<file path="src/rtl/instr_mem_v2.sv">
// -----------------------------------------------------------------------------
// instr_mem_v2 -- instruction memory with an internal fetch pointer
//
// Holds DEPTH words of DATA_W bits and streams them out one per fetch, with
// a one-entry valid/ready output register. A redirect reloads the fetch
// pointer and flushes the presented instruction. The memory can be written
// at any time through a separate program-load port.
//
// Optional feature macro: INSTR_MEM_PRELOAD_EN
//   defined   -> memory starts with a repeating 3-instruction test program
//   undefined -> memory starts with NOP (32'h00000013) in every word
//
// Ports
//   clock           in   single clock, rising edge
//   reset_n         in   asynchronous active-low reset (memory untouched)
//   next_op         in   fetch request
//   instr_ready     in   downstream accepts the presented instruction
//   redirect_valid  in   load redirect_addr into the fetch pointer, flush
//   redirect_addr   in   new fetch word address (>= DEPTH maps to 0)
//   wr_en           in   program-load write strobe
//   wr_addr         in   write word address (>= DEPTH ignored)
//   wr_data         in   write data
//   instr           out  registered instruction word
//   instr_addr      out  word address instr was read from
//   instr_valid     out  instr/instr_addr hold an unconsumed instruction
//   wrap            out  one-cycle pulse after a fetch from DEPTH-1
// -----------------------------------------------------------------------------
module instr_mem_v2 #(
    parameter int DATA_W = 32,
    parameter int DEPTH  = 64,
    parameter int ADDR_W = $clog2(DEPTH)
) (
    input  logic              clock,
    input  logic              reset_n,
    input  logic              next_op,
    input  logic              instr_ready,
    input  logic              redirect_valid,
    input  logic [ADDR_W-1:0] redirect_addr,
    input  logic              wr_en,
    input  logic [ADDR_W-1:0] wr_addr,
    input  logic [DATA_W-1:0] wr_data,
    output logic [DATA_W-1:0] instr,
    output logic [ADDR_W-1:0] instr_addr,
    output logic              instr_valid,
    output logic              wrap
);

    // Index width of the storage array; ADDR_W may be wider than this, but
    // every address used as an index has already been range-checked.
    localparam int               IDX_W     = $clog2(DEPTH);
    localparam logic [ADDR_W-1:0] LAST_ADDR = ADDR_W'(DEPTH - 1);

    typedef logic [DATA_W-1:0] mem_t [DEPTH];

    function automatic mem_t mem_init();
        mem_t m;
        for (int i = 0; i < DEPTH; i++) begin
`ifdef INSTR_MEM_PRELOAD_EN
            case (i % 3)
                0:       m[i] = DATA_W'(32'h00A0_0093);
                1:       m[i] = DATA_W'(32'h0010_8133);
                default: m[i] = DATA_W'(32'h0020_8203);
            endcase
`else
            m[i] = DATA_W'(32'h0000_0013);
`endif
        end
        return m;
    endfunction

    // Power-up contents come from the declaration; there is no run-time
    // initialisation path.
    mem_t mem_q = mem_init();

    logic [ADDR_W-1:0] pc_q,    pc_d;
    logic [DATA_W-1:0] instr_q, instr_d;
    logic [ADDR_W-1:0] addr_q,  addr_d;
    logic              valid_q, valid_d;
    logic              wrap_q,  wrap_d;
    logic              fetch;

    // A presented-but-unaccepted instruction blocks new fetches; a redirect
    // always wins over both fetch and accept.
    assign fetch = next_op && !redirect_valid && (!valid_q || instr_ready);

    always_comb begin
        // NOTE: every variable gets a default first so no path can leave it
        // unassigned, which would otherwise infer a latch.
        pc_d    = pc_q;
        instr_d = instr_q;
        addr_d  = addr_q;
        valid_d = valid_q;
        wrap_d  = 1'b0;

        if (redirect_valid) begin
            pc_d    = (redirect_addr > LAST_ADDR) ? '0 : redirect_addr;
            valid_d = 1'b0;
        end else if (fetch) begin
            instr_d = mem_q[pc_q[IDX_W-1:0]];
            addr_d  = pc_q;
            valid_d = 1'b1;
            wrap_d  = (pc_q == LAST_ADDR);
            pc_d    = (pc_q == LAST_ADDR) ? '0 : pc_q + ADDR_W'(1);
        end else if (valid_q && instr_ready) begin
            // Consumed with nothing behind it: drop valid, keep the data.
            valid_d = 1'b0;
        end
    end

    // NOTE: sequential state uses non-blocking assignments so every register
    // samples pre-edge values; this is also what makes a same-cycle write
    // and fetch of one address return the old word.
    always_ff @(posedge clock or negedge reset_n) begin
        if (!reset_n) begin
            pc_q    <= '0;
            instr_q <= '0;
            addr_q  <= '0;
            valid_q <= 1'b0;
            wrap_q  <= 1'b0;
        end else begin
            pc_q    <= pc_d;
            instr_q <= instr_d;
            addr_q  <= addr_d;
            valid_q <= valid_d;
            wrap_q  <= wrap_d;
        end
    end

    // NOTE: the storage array is deliberately left out of reset so that a
    // reset keeps the loaded program and the array maps onto plain RAM.
    always_ff @(posedge clock) begin
        if (wr_en && (wr_addr <= LAST_ADDR)) begin
            mem_q[wr_addr[IDX_W-1:0]] <= wr_data;
        end
    end

    assign instr       = instr_q;
    assign instr_addr  = addr_q;
    assign instr_valid = valid_q;
    assign wrap        = wrap_q;

endmodule

</file>
<file path="config.mk">
export PLATFORM = sky130hd
export DESIGN_NAME = instr_mem_v2
export DESIGN_NICKNAME = d
export VERILOG_FILES = /design/src/rtl/instr_mem_v2.sv
export SDC_FILE = /design/constraint.sdc
export NUM_CORES = 2
export LEC_CHECK = 0
export BUFFER_PORTS_ARGS = -buffer_cell sky130_fd_sc_hd__buf_2
export CORE_ASPECT_RATIO = 1.1
export CORE_UTILIZATION = 48
export DETAILED_ROUTE_END_ITERATION = 6
export SLEW_MARGIN = 40
export SYNTH_ARGS = -nofsm -noshare
export SYNTH_HDL_FRONTEND = slang
export SYNTH_SLANG_ARGS = --single-unit
export TNS_END_PERCENT = 10
</file>
<file path="constraint.sdc">
create_clock -name clock -period 2.7 [get_ports clock]
set_clock_uncertainty 0.15 [all_clocks]
set_input_delay 0.27 -clock clock [delete_from_list [all_inputs] [get_ports clock]]
set_output_delay 0.27 -clock clock [all_outputs]
set_load 0.03 [all_outputs]
</file>
==> flow_summary.json <==
{
  "outcome": "finished with violations",
  "violations": "setup timing",
  "post-route-min-period_ns": 2.91,
  "r2r_slack_ns": -0.21,
  "async_flop_share_pct": 2.20,
  "routabilityCongestion": 0.828,
  "max_stage_delay_ns": 0.72,
  "crit_top_cell": "buf_12",
  "crit_buf_inv": 3,
  "grt_usage_pct": 26.4,
  "synth.area.top_cells": "edfxtp_1 77%, mux4_2 14%, dfrtp_1 1.4%",
  "ys.flop_type": "edfxtp_1",
  "wl_um": 219000,
  "final_nets": 4262,
  "synth_area_leader_cell": "edfxtp_1",
  "syn-cell-area_um2": 80100,
  "grt_util_met3_pct": 3.91,
  "yosysSeqAreaShare_pct": 78.2,
  "cts_buffer_depth": 3,
  "vias_per_cell": 6.08,
  "timing.setup.tns_ns": -0.944,
  "path_clk_slew_ns": 0.06,
  "met1_usage_pct": 36.8,
  "yosysUniqueCellTypes": 55,
  "grt_pass1_vias": 41000,
  "h-tree-depth": 4,
  "root_buffer": "clkbuf_16",
  "antenna_found_initial": 10,
  "slew_headroom_pct": 39.4,
  "p_per_area_nw_per_um2": 748,
  "cts_tree": "built",
  "report.final.slew_viol_count": 0,
  "crit_type": "reg -> reg",
  "core_um2": 165000,
  "fin_crit_sh_pct": 108,
  "r2r_end": "instr[30]",
  "cp.arrival_ns": 3.45,
  "worstReg2RegStart": "pc_q[0]",
  "synthToLayoutAreaGrowth_pct": 19.2,
  "finalSetupViolations": 14,
  "grt_pass1_wl_um": 309000,
  "stdcell_area_um2": 95400,
  "max-vdd-ir-drop_uv": 581,
  "synth.top_cell.area_share_pct": 76.8,
  "ant_nets": 0,
  "hold_path_depth": 4,
  "dp_hpwl_um": 131000,
  "first_pass_iters": 5,
  "crit_slowest_cell": "o211ai_1",
  "pin_count": 90,
  "crit_fanout": 7,
  "grt_busiest_layer": "met2",
  "grt_max_degree": 65,
  "remaining_drc_errors": 0,
  "grt_use_met2_pct": 42.8,
  "cts-buffers-inserted": 203,
  "ys_seq_elements": 2094,
  "rsz0062_at_grt": "yes",
  "p_leak_nw": 30.6,
  "final_hold_viol_count": 0,
  "syn_inst": 3608,
  "dieArea_um2": 168000,
  "path_delay_family": "compound AO/OA/AOI/OAI gates",
  "crit_chain": "buf_12 > buf_12 > buf_12 > mux4_2 > mux2_2 > o211ai_1 > nand4_1",
  "yosysWarnings": 0,
  "io_buffers": 89,
  "worst_pin_slew_ns": 0.905,
  "hold_path.class": "in -> reg",
  "instances_no_fill": 6605,
  "cts_sinks": 2094,
  "drive_gt1_share_pct": 34.4,
  "worst_slack_ns": -0.213,
  "die_w_um": 391,
  "min_from": "wr_en",
  "dr.first_iter.drc_count": 4273,
  "avgRoutedWirePerCell_um": 33.1,
  "rows": 156,
  "dpl.cell_count": 6130,
  "pre_cts_slack_ns": -0.482,
  "syn_nets": 3659,
  "synth_edf_count": 2048,
  "holdPathEnd": "mem_q[37][8]",
  "clock_latency_ns": 0.88,
  "vias": 40200,
  "clock.fmax_ghz": 0.343,
  "syn-mean-instance-area_um2": 22.2,
  "dpl_cell_area_um2": 87600,
  "crit_path_start_kind": "register",
  "gr-total-overflow": 0,
  "cp.required_ns": 3.24,
  "ff2ff_path_depth": 7,
  "crit_path_start": "pc_q[0]",
  "critical_path.endpoint_type": "register",
  "initial_core_util_pct": 48.6,
  "die_y_um": 430,
  "maxCapViolCount": 0
}
[state kept, by name, summed over array words and instances, names as in the netlist]
name         count
instr           32
instr_addr       6
instr_valid      1
mem_q         2048
pc_q             6
wrap             1
[synth_stat cells (7+ instances only)]
master,n
nand2b_1,7
mux2i_1,83
clkbuf_1,66
mux2_2,61
nor3_1,38
mux4_2,502
buf_6,12
inv_1,59
buf_1,15
nand3_1,42
nor2b_1,39
buf_4,17
dfrtp_1,46
edfxtp_1,2048
nor2_1,76
o211ai_1,31
buf_2,92
a211oi_1,30
a21oi_1,30
o21ai_0,39
nand4_1,38
nand2_1,97
o22ai_1,83
[how the worst max path moves through the flow]
| stage | to | slack (ns) | cells after the start |
|---|---|---|---|
| final | instr[30] | -0.21 | 7 |
| after global routing | instr[30] | -0.24 | 7 |
| after CTS | instr[30] | -0.19 | 7 |
| after detailed placement | instr[25] | -0.48 | 9 |
| after global placement | instr[30] | -0.60 | 8 |
| after floorplan | mem_q[10][0] | -0.35 | 4 |
[tightest hold or removal path: stages]
cell	delay, ns
buf_2	0.17
nand3_1	0.11
buf_4	0.29
nor2_4	0.07
[cells in the final DEF, fill, tap and decap left out, drive strengths merged, types with 7 or more instances in the layout]
cell	n
mux2i	83
a211oi	30
nand3	42
mux4	502
nand2	97
a21oi	30
nor3	38
o211ai	31
dfrtp	46
nand4	38
o21ai	39
buf	540
clkinv	91
edfxtp	2048
o22ai	83
nor2	76
bufinv	10
mux2	61
nand2b	7
inv	67
dlygate4sd3	60
clkbuf	271
nor2b	39
[layer usage]
| layer | part of all wire [%] | wire length [um] | vias to the layer above |
|---|---|---|---|
| met1 | 40 | 87300 | 21700 |
| li1 | - | - | 16400 |
| met3 | 7.3 | 16000 | 307 |
| met5 | 0.016 | 35 | - |
| met4 | 3.4 | 7340 | 6 |
| met2 | 49 | 108000 | 1717 |
[power by group]
| group | total (mW) | internal [mW] | switching, mW |
|---|---|---|---|
| combinational | 7.44 | 3.30 | 4.13 |
| sequential | 36.5 | 36.1 | 0.420 |
| clock | 27.4 | 15.1 | 12.3 |
| total | 71.3 | 54.5 | 16.8 |
[cell families (layout without fill, tap and decap cells)]
family,after synthesis,after routing,share of synthesized area [%]
adders and majority gates,1,1,0.0156
other,0,5,0
DFF,2094,2094,78.2
buffers and inverters,262,1042,1.56
muxes,646,646,16.0
AOI/OAI and AO/OA,246,246,2.00
and+or+nand+nor,357,357,2.15
xor gates and xnor gates,2,2,0.0219
[stage by stage]
stage	utilization (%)	hold WS (ns)	total power, mW
finish	57.9	0.0769	71.3
global route	57.9	0.0571	73.3
CTS	57.7	0.00599	71.7
detailed placement	53.1	0.111	44.3
global placement	53.1	0.285	44.2
floorplan	-	-0.176	40.8
[area by class of cell]
type	count	area (um^2)
clock buffer	271	5410
tap	2212	2770
fill	11900	69500
inverter	60	230
timing repair buffer	600	6330
clock inverter	111	1040
multi-input combinational	1252	17000
antenna	5	12.5
sequential	2094	62700
[what timing repair did]
item                                    CTS  global route
hold buffers                             61             0
buffers inserted                         26             0
pin swaps                                13             9
setup endpoints to repair                24            33
endpoints found under the hold margin  1457             0
resized for setup                        76            33
Power figures use the tool's default switching activity.
